## src/rtl/uart_op_sequencer_pkg.sv

```systemverilog
// rtl/uart_op_sequencer_pkg.sv - shared types and constants for the UART operand sequencer
package uart_seq_pkg;

  localparam int BYTE_W = 8;

  typedef enum logic [1:0] {
    IDLE,
    RECV,
    EXEC,
    SEND
  } seq_state_t;

endpackage

```

## src/rtl/uart_op_sequencer_if.sv

```systemverilog
// rtl/uart_op_sequencer_if.sv - RX/TX byte streams between the UART core and the sequencer
interface uart_op_sequencer_if;
  import uart_seq_pkg::*;

  logic [BYTE_W-1:0] rx_byte;
  logic              rx_valid;
  logic [BYTE_W-1:0] tx_byte;
  logic              tx_valid;
  logic              tx_ready;

  // master is the UART core side, slave is the sequencer
  modport master (
    output rx_byte, rx_valid, tx_ready,
    input  tx_byte, tx_valid
  );

  modport slave (
    input  rx_byte, rx_valid, tx_ready,
    output tx_byte, tx_valid
  );

endinterface

```

## src/rtl/uart_op_sequencer_timeout_ctr.sv

```systemverilog
// rtl/uart_op_sequencer_timeout_ctr.sv - saturating inter-byte timer with clear/enable/expire
module seq_timeout_ctr #(
  parameter int TIMEOUT_CYC = 1000000
) (
  input  logic clk,
  input  logic rst,
  input  logic clr,
  input  logic en,
  output logic expired
);

  localparam int              CW    = $clog2(TIMEOUT_CYC + 1);
  localparam logic [CW-1:0]   LIMIT = CW'(TIMEOUT_CYC);

  logic [CW-1:0] cnt_q;
  logic [CW-1:0] cnt_d;

  // Clear has priority so a byte arriving on the expiry cycle restarts the window
  always_comb begin
    cnt_d = cnt_q;
    if (clr) begin
      cnt_d = '0;
    end else if (en && (cnt_q != LIMIT)) begin
      cnt_d = cnt_q + 1'b1;
    end
  end

  always_ff @(posedge clk) begin
    if (rst) begin
      cnt_q <= '0;
    end else begin
      cnt_q <= cnt_d;
    end
  end

  assign expired = (cnt_q == LIMIT);

endmodule

```

## src/rtl/uart_op_sequencer.sv

```systemverilog
// rtl/uart_op_sequencer.sv - frames UART bytes into an operand, runs the datapath, returns the result
// Optional trailing XOR checksum byte: UART_SEQ_CKSUM_EN
module uart_op_sequencer
  import uart_seq_pkg::*;
#(
  parameter int N_IN_BYTES  = 8,
  parameter int N_OUT_BYTES = 4,
  parameter int RES_LAT     = 1,
  parameter int TIMEOUT_CYC = 1000000
) (
  input  logic                          sys_clk,
  input  logic                          rst,
  uart_op_sequencer_if.slave            uart,
  output logic [BYTE_W*N_IN_BYTES-1:0]  operand,
  output logic                          op_start,
  input  logic [BYTE_W*N_OUT_BYTES-1:0] result,
  output logic                          busy,
  output logic                          frame_err
);

  localparam int IN_W  = BYTE_W * N_IN_BYTES;
  localparam int OUT_W = BYTE_W * N_OUT_BYTES;
`ifdef UART_SEQ_CKSUM_EN
  localparam int N_TX  = N_OUT_BYTES + 1;
`else
  localparam int N_TX  = N_OUT_BYTES;
`endif
  localparam int MAX_B = (N_IN_BYTES > N_TX) ? N_IN_BYTES : N_TX;
  localparam int CNT_W = $clog2(MAX_B + 1);
  localparam int LAT_W = $clog2(RES_LAT + 1);

  localparam logic [CNT_W-1:0] LAST_IN  = CNT_W'(N_IN_BYTES - 1);
  localparam logic [CNT_W-1:0] LAST_TX  = CNT_W'(N_TX - 1);
  localparam logic [LAT_W-1:0] LAT_DONE = LAT_W'(RES_LAT);

  seq_state_t         state_q, state_d;
  logic [CNT_W-1:0]   cnt_q, cnt_d;
  logic [LAT_W-1:0]   lat_q, lat_d;
  logic [IN_W-1:0]    operand_q, operand_d;
  logic               op_start_q, op_start_d;
  logic [OUT_W-1:0]   res_q, res_d;
  logic [BYTE_W-1:0]  tx_byte_q, tx_byte_d;
  logic               tx_valid_q, tx_valid_d;
  logic               frame_err_q, frame_err_d;
  logic               timer_expired;

  // Index N_OUT_BYTES selects the XOR of all result bytes when the checksum is built in
  function automatic logic [BYTE_W-1:0] pick_byte(input logic [OUT_W-1:0] r,
                                                  input logic [CNT_W-1:0] idx);
    logic [BYTE_W-1:0] b;
    b = '0;
    for (int i = 0; i < N_OUT_BYTES; i++) begin
      if (idx == CNT_W'(i)) begin
        b = r[i*BYTE_W +: BYTE_W];
      end
    end
`ifdef UART_SEQ_CKSUM_EN
    if (idx == CNT_W'(N_OUT_BYTES)) begin
      for (int i = 0; i < N_OUT_BYTES; i++) begin
        b = b ^ r[i*BYTE_W +: BYTE_W];
      end
    end
`endif
    return b;
  endfunction

  seq_timeout_ctr #(
    .TIMEOUT_CYC (TIMEOUT_CYC)
  ) u_timeout (
    .clk     (sys_clk),
    .rst     (rst),
    .clr     (uart.rx_valid || (state_q != RECV)),
    .en      (state_q == RECV),
    .expired (timer_expired)
  );

  always_comb begin
    state_d     = state_q;
    cnt_d       = cnt_q;
    lat_d       = lat_q;
    operand_d   = operand_q;
    op_start_d  = 1'b0;
    res_d       = res_q;
    tx_byte_d   = tx_byte_q;
    tx_valid_d  = tx_valid_q;
    frame_err_d = 1'b0;

    case (state_q)
      IDLE: begin
        if (uart.rx_valid) begin
          operand_d[BYTE_W-1:0] = uart.rx_byte;
          if (LAST_IN == '0) begin
            state_d    = EXEC;
            op_start_d = 1'b1;
            lat_d      = '0;
            cnt_d      = '0;
          end else begin
            state_d = RECV;
            cnt_d   = CNT_W'(1);
          end
        end
      end

      RECV: begin
        if (uart.rx_valid) begin
          for (int i = 0; i < N_IN_BYTES; i++) begin
            if (cnt_q == CNT_W'(i)) begin
              operand_d[i*BYTE_W +: BYTE_W] = uart.rx_byte;
            end
          end
          if (cnt_q == LAST_IN) begin
            state_d    = EXEC;
            op_start_d = 1'b1;
            lat_d      = '0;
            cnt_d      = '0;
          end else begin
            cnt_d = cnt_q + 1'b1;
          end
        end else if (timer_expired) begin
          frame_err_d = 1'b1;
          cnt_d       = '0;
          state_d     = IDLE;
        end
      end

      // lat_q counts from 0 in the op_start cycle, so RES_LAT lands on result-valid
      EXEC: begin
        if (lat_q == LAT_DONE) begin
          res_d      = result;
          tx_byte_d  = pick_byte(result, '0);
          tx_valid_d = 1'b1;
          cnt_d      = '0;
          state_d    = SEND;
        end else begin
          lat_d = lat_q + 1'b1;
        end
      end

      SEND: begin
        if (tx_valid_q && uart.tx_ready) begin
          if (cnt_q == LAST_TX) begin
            tx_valid_d = 1'b0;
            tx_byte_d  = '0;
            cnt_d      = '0;
            state_d    = IDLE;
          end else begin
            cnt_d     = cnt_q + 1'b1;
            tx_byte_d = pick_byte(res_q, cnt_q + 1'b1);
          end
        end
      end

      default: begin
        state_d = IDLE;
      end
    endcase
  end

  always_ff @(posedge sys_clk) begin
    if (rst) begin
      state_q     <= IDLE;
      cnt_q       <= '0;
      lat_q       <= '0;
      operand_q   <= '0;
      op_start_q  <= 1'b0;
      res_q       <= '0;
      tx_byte_q   <= '0;
      tx_valid_q  <= 1'b0;
      frame_err_q <= 1'b0;
    end else begin
      state_q     <= state_d;
      cnt_q       <= cnt_d;
      lat_q       <= lat_d;
      operand_q   <= operand_d;
      op_start_q  <= op_start_d;
      res_q       <= res_d;
      tx_byte_q   <= tx_byte_d;
      tx_valid_q  <= tx_valid_d;
      frame_err_q <= frame_err_d;
    end
  end

  assign operand       = operand_q;
  assign op_start      = op_start_q;
  assign uart.tx_byte  = tx_byte_q;
  assign uart.tx_valid = tx_valid_q;
  assign busy          = (state_q != IDLE);
  assign frame_err     = frame_err_q;

endmodule
```

## src/flat_wrapper.sv

```systemverilog
// flat-port wrapper written by rule: the top's interface ports become plain ports
module uart_op_sequencer_flat import uart_seq_pkg::*;
#(
  parameter int N_IN_BYTES  = 8,
  parameter int N_OUT_BYTES = 4,
  parameter int RES_LAT     = 1,
  parameter int TIMEOUT_CYC = 1000000
)
  (sys_clk, rst, operand, op_start, result, busy, frame_err, uart_rx_byte, uart_rx_valid, uart_tx_ready, uart_tx_byte, uart_tx_valid);
  uart_op_sequencer_if uart_i ();
  input  logic sys_clk;
  input  logic rst;
  output logic [BYTE_W*N_IN_BYTES-1:0] operand;
  output logic op_start;
  input  logic [BYTE_W*N_OUT_BYTES-1:0] result;
  output logic busy;
  output logic frame_err;
  input wire logic [$bits(uart_i.rx_byte)-1:0] uart_rx_byte;
  input wire logic [$bits(uart_i.rx_valid)-1:0] uart_rx_valid;
  input wire logic [$bits(uart_i.tx_ready)-1:0] uart_tx_ready;
  output wire logic [$bits(uart_i.tx_byte)-1:0] uart_tx_byte;
  output wire logic [$bits(uart_i.tx_valid)-1:0] uart_tx_valid;
  assign uart_i.rx_byte = uart_rx_byte;
  assign uart_i.rx_valid = uart_rx_valid;
  assign uart_i.tx_ready = uart_tx_ready;
  assign uart_tx_byte = uart_i.tx_byte;
  assign uart_tx_valid = uart_i.tx_valid;
  uart_op_sequencer #(.N_IN_BYTES(N_IN_BYTES), .N_OUT_BYTES(N_OUT_BYTES), .RES_LAT(RES_LAT), .TIMEOUT_CYC(TIMEOUT_CYC)) u_core (.sys_clk(sys_clk), .rst(rst), .uart(uart_i), .operand(operand), .op_start(op_start), .result(result), .busy(busy), .frame_err(frame_err));
endmodule
```

## config.mk

```make
export PLATFORM = sky130hd
export DESIGN_NAME = uart_op_sequencer_flat
export DESIGN_NICKNAME = d
export VERILOG_FILES = /design/src/rtl/uart_op_sequencer_pkg.sv /design/src/rtl/uart_op_sequencer_if.sv /design/src/rtl/uart_op_sequencer_timeout_ctr.sv /design/src/rtl/uart_op_sequencer.sv /design/src/flat_wrapper.sv
export SDC_FILE = /design/constraint.sdc
export NUM_CORES = 1
export LEC_CHECK = 0
export ABC_AREA = 0
export BUFFER_PORTS_ARGS = -buffer_cell sky130_fd_sc_hd__buf_2
export CAP_MARGIN = 10
export CORE_ASPECT_RATIO = 1.2
export CORE_MARGIN = 1
export CORE_UTILIZATION = 50
export DETAILED_ROUTE_END_ITERATION = 12
export MAX_ROUTING_LAYER = met4
export PLACE_DENSITY = 0.74
export SLEW_MARGIN = 20
export SYNTH_ARGS = -nofsm -noshare
export SYNTH_HDL_FRONTEND = slang
export SYNTH_SLANG_ARGS = --single-unit
```

## constraint.sdc

```tcl
create_clock -name sys_clk -period 2.47 [get_ports sys_clk]
set_input_delay 0 -clock sys_clk [delete_from_list [all_inputs] [get_ports sys_clk]]
set_output_delay 0 -clock sys_clk [all_outputs]
set_load 0.02 [all_outputs]
```

Word-level counts from Yosys, hierarchy flattened
Cells that the tools add are included.
- logic and storage cells: 112
- output and inout port bits: 76
- flip-flop bits (word level): 134
- input bits: 44
- reductions and logical operators: 27
- equal/unequal tests: 25
- add/subtract/negate cells: 3
- bitwise logic cells: 2
- multiplexer cells: 38
- operators with widths (kind ; number):
    2-to-1 mux 8 bit ; 10
    case mux 8 bit (2 select lines) ; 2
    2-to-1 mux 4 bit ; 7
    AND reduction 3 bit ; 9
    adder 20 x 1 -> 20 bit, second input constant ; 1
    equality test 20 bit, second input constant ; 1
    != test 20 bit, second input constant ; 1
    equality test 4 x 2 -> 1 bit, second input constant ; 4
    equality test 4 x 3 -> 1 bit, second input constant ; 4
    case mux 4 bit (4 select lines) ; 1
    2-to-1 mux 2 bit ; 7
    != test 2 x 1 -> 1 bit, second input constant ; 6
    AND reduction 4 bit ; 3
    equality test 4 x 1 -> 1 bit, second input constant ; 2
    zero test 4 bit ; 2
    2-to-1 mux 1 bit ; 8
    case mux 2 bit (4 select lines) ; 1
    nonzero test 2 bit ; 4
    != test 3 x 2 -> 1 bit, second input constant ; 2
    AND reduction 6 bit ; 1
    OR reduction 3 bit ; 2
    adder 4 x 1 -> 4 bit, second input constant ; 1
    equality test 2 bit, second input constant ; 2
    != test 2 bit, second input constant ; 2
    9 further kinds ; 12

Logic depth before layout (Yosys ltp)
- word-level depth: 9
- mapped depth: 8
- mapped depth without buffers: 7

Modules after synthesis
From an unflattened synthesis, not the netlist that was laid out.
- cell total of the unflattened synthesis: 760
- area total of the unflattened synthesis: 6179.7 µm²
- by module, submodules not included (module ; seq. area each (µm²) ; area an instance (µm²) ; times used ; cells an instance):
    uart_op_sequencer ; 2282.2 ; 5131.2 ; 1 ; 637
    seq_timeout_ctr ; 400.4 ; 1048.5 ; 1 ; 123

Worst setup path after synthesis
OpenSTA, ideal clock, no wires.
- kind: register -> register
- start point: reg u_core.cnt_q[0]
- end point: reg u_core.tx_byte_q[6], in the netlist u_core.uart.tx_byte[6]
- stages on the path, launching flop included: 9
- buffers on the path: 2
- data required time: 2.351 ns
- period minus slack after synthesis: 1.823 ns
- data arrival time: 1.705 ns
- path slack: 0.647 ns
- setup time: 0.119 ns
- cell sequence: dfxtp_1 > ha_1 > and2_1 > a31o_1 > buf_6 > and2_4 > buf_6 > a221oi_2 > nor2_1
- cells in the longest elaborated chain, start to end: 9
- elaborated cells on any way between the ends: 13
- those cells by class: 1 x add/sub; 4 x eq/ne; 7 x mux; 1 x reduce/logical
- ends and longest elaborated chain (item ; RTL line ; source):
    from (decl) ; uart_op_sequencer.sv:37 ; logic [CNT_W-1:0] cnt_q, cnt_d;
    from (signal assigned) ; uart_op_sequencer.sv:172 ; cnt_q <= cnt_d;
    adder 4 x 1 -> 4 bit ; uart_op_sequencer.sv:148 ; tx_byte_d = pick_byte(res_q, cnt_q + 1'b1);
    zero test 4 bit ; uart_op_sequencer.sv:53 ; if (idx == CNT_W'(i)) begin
    2-to-1 mux 8 bit (4 in a row) ; uart_op_sequencer.sv:53 ;
    2-to-1 mux 8 bit * ; uart_op_sequencer.sv:141 ; if (cnt_q == LAST_TX) begin
    2-to-1 mux 8 bit * ; uart_op_sequencer.sv:140 ; if (tx_valid_q && uart.tx_ready) begin
    case mux 8 bit (2 select lines) * ; uart_op_sequencer.sv:88 ; case (state_q)
    to (signal assigned) ; uart_op_sequencer.sv:177 ; tx_byte_q <= tx_byte_d;
    to (decl) ; uart_op_sequencer.sv:42 ; logic [BYTE_W-1:0] tx_byte_q, tx_byte_d;
Mark *: on every way between the ends. The rest lies on a longest branch, timed or not. The select of a mux whose other input is x is not followed.
A chain may end at the register's enable or synchronous reset.

Worst setup path in the final report
- start point: reg u_core.cnt_q[1]
- end point: reg u_core.tx_byte_q[7], in the netlist u_core.uart.tx_byte[7]
Same word-level chain as after synthesis.

==> out/metrics.yaml <==
cts_setup_buffers: 0
initial_utilization: 0.5157
htree_levels: 4
setup_ws_ns: 0.3992
ys_seq_area_frac: 0.4691
ys_ff_latch: 134
crit_fanout: 11
drv_cap: 0
required_ns: 2.77
cts_tree: "built"
grt_pass1_vias: 5370
synth_nets: 759
yosysTopAreaCell: "dfxtp_1"
synth_area_leaders: "dfxtp_1, nand2_1, a21oi_1"
pre_cts_ws_ns: 0.4390
syn_avg_cell_area_um2: 8.065
grt_pass1_wl_um: 25310
finalSetupViolations: 0
netlist_area_mm2: 0.005718
die_area_mm2: 0.01187
cts_inserted_buffers: 17
p_leak_nw: 2.824
min_period_ns: 2.071
final-seq-area_mm2: 0.002683
cts_resized: 0
fmax_mhz: 482.9
grt_usage: 0.2800
async_reset_ff_frac: 0
tightestPinTransition_ns: 0.7124
synthAdderAreaFrac: 0.01313
root_buffer: "clkbuf_16"
routedWlPerCell_um: 15.66
max-slew-margin-rel: 0.5239
fin_nets: 896
grt_setup_unrepaired: "false"
ys_types: 48
crit_type: "flop to flop"
numClockSinks: 134
yosys.area_share.xor_xnor: 0.02604
crit_path_end_kind: "flop"
n_antenna_cell: 0
multi_input_area_mm2: 0.002763
routed_via_density: 5.495
cts_max_path_buffers: 2
synth_top_area_share: 0.4691
layout_commonest_cell: "nand2_1"
num_io_pins: 120
synth_edf_count: 0
muxShareOfSynthArea: 0.01926
drt_first_pass_iters: 5
powerDensity_mw_per_mm2: 647.3
wirelength_um: 15830
antenna_found_initial: 0
fin_skew_ns: 0.004870
drc: 0
slew_violations: 0
yosys_warnings: 0
ctsHoldBuffers: 41
mostFrequentLayoutCells: "nand2_1, dfxtp_1, buf_2, a21oi_1, nand3_1"
ir_drop_v: 0.0005023
synth_top_family_by_area: "simple AND/OR/NAND/NOR gates"
dp_hpwl_um: 10510
hold_violations: 0
drtIter0Drc: 301
core-area_mm2: 0.01109
ff2ff_setup_slack_ns: 0.40
die_w_um: 99.62
startpoint: "u_core.cnt_q[1]"
num_vias: 5555
path_clk_slew_ns: 0.05
num_rows: 42
insertion_delay_ns: 0.42
hold_slack_ns: 0.04482
status: "finished, final reports clean"
synth_cells: 709
io_buffers: 119
synth_compound_area_frac: 0.1757
post-route-period-util: 0.8384
min_from: "uart_rx_valid"
grt_max_degree: 56
rr_startpoint: "u_core.cnt_q[1]"
synth-simple-area-share: 0.2475
ant_nets: 0
area_delta_synth_final_pct: 27.79
dominantRegCellSynth: "dfxtp_1"
filler_cell_count: 930
hold_class: "primary input to flop"
start_kind: "flop"
die_y_um: 119.1
gp_congestion: 0.8414
drive_gt1_frac: 0.2054
crit_arrival_ns: 2.37
fin_tns_setup_ns: 0
overflow: 0
[cell type report]
type	instances	area share
Multi-Input combinational cell	510	0.3781
Sequential cell	134	0.3671
Timing Repair Buffer	173	0.1514
Clock buffer	25	0.06507
Tap cell	154	0.02637
Clock inverter	5	0.006849
Inverter	10	0.005137
[report_power, final]
group	total [mW]	switching (mW)	leakage (nW)	internal, mW
logic	0.265	0.155	1.48	0.111
clock network	2.28	0.860	0.261	1.42
registers	2.19	0.0121	1.08	2.18
total	4.73	1.03	2.82	3.70
[per-stage QoR]
step / utilization / instance area (um^2) / cells / power [mW]
finish: 0.6590 / 7307 / 1011 / 4.730
global route: 0.6590 / 7307 / 1011 / 4.877
CTS: 0.6590 / 7307 / 1011 / 4.742
detailed placement: 0.5746 / 6371 / 940 / 2.442
global placement: 0.5746 / 6371 / 940 / 2.438
floorplan: - / 5718 / 709 / 2.358
[registers in the layout, summed over array words and instances, names as in the netlist, named ones only]
name and count:
u_core.operand 64, u_core.res_q 32, u_core.u_timeout.cnt_q 20, u_core.uart.tx_byte 8
u_core.cnt_q 4, u_core.frame_err 1, u_core.lat_q 1, u_core.op_start 1
u_core.state_q 1, u_core.uart.tx_valid 1
[worst paths after layout]
path | to | cells after the start
max | u_core.uart.tx_byte[7] | 6
min | u_core.cnt_q[2] | 3
max reg2reg | u_core.uart.tx_byte[7] | 6
min reg2reg | u_core.operand[32] | 2
[logic make-up (layout without fill, tap and decap cells)]
family                   after synthesis  in the layout
multiplexers                          11             11
AO/OA/AOI/OAI                        161            161
flip-flops                           134            134
buffers and inverters                 65            213
AND/OR/NAND/NOR                      315            315
adder cells (fa/ha/maj)                6              6
XOR/XNOR                              17             17
[worst max-delay path: stages (launching register included)]
cell      delay (ns)
dfxtp_1         0.36
inv_1           0.12
ha_1            0.45
and4b_1         0.38
a32o_1          0.27
a221oi_2        0.30
nor2_1          0.07
[synth_stat cells, types with 2 or more instances]
cell      number
nor3b_1        2
and4bb_2       2
ha_1           6
or2_2          2
xnor2_1       12
dfxtp_1      134
clkbuf_1      35
a221oi_2       8
a21oi_1       96
nand2b_1       2
or3_1          4
and4b_1        3
nand3b_1       2
and3_1         4
and2_1         2
and4_1         2
nand2_1      160
nand3_1       66
o21a_1         3
buf_1          5
nand4_1        2
mux2i_1       11
o21ai_0       32
nor3_1        10
buf_6          3
buf_2         12
nor2_1        45
o211ai_1       2
xor2_1         5
nor2b_1        2
nor3_2         2
a32o_1         8
inv_1         10
[metal layers]
layer,vias to the layer above,wire length [um],track usage
met5,-,0,-
met4,0,599,0.1397
met3,53,1069,0.07218
met2,208,7551,0.4492
met1,2593,6615,0.3237
li1,2701,-,-
Power figures use the tool's default switching activity.
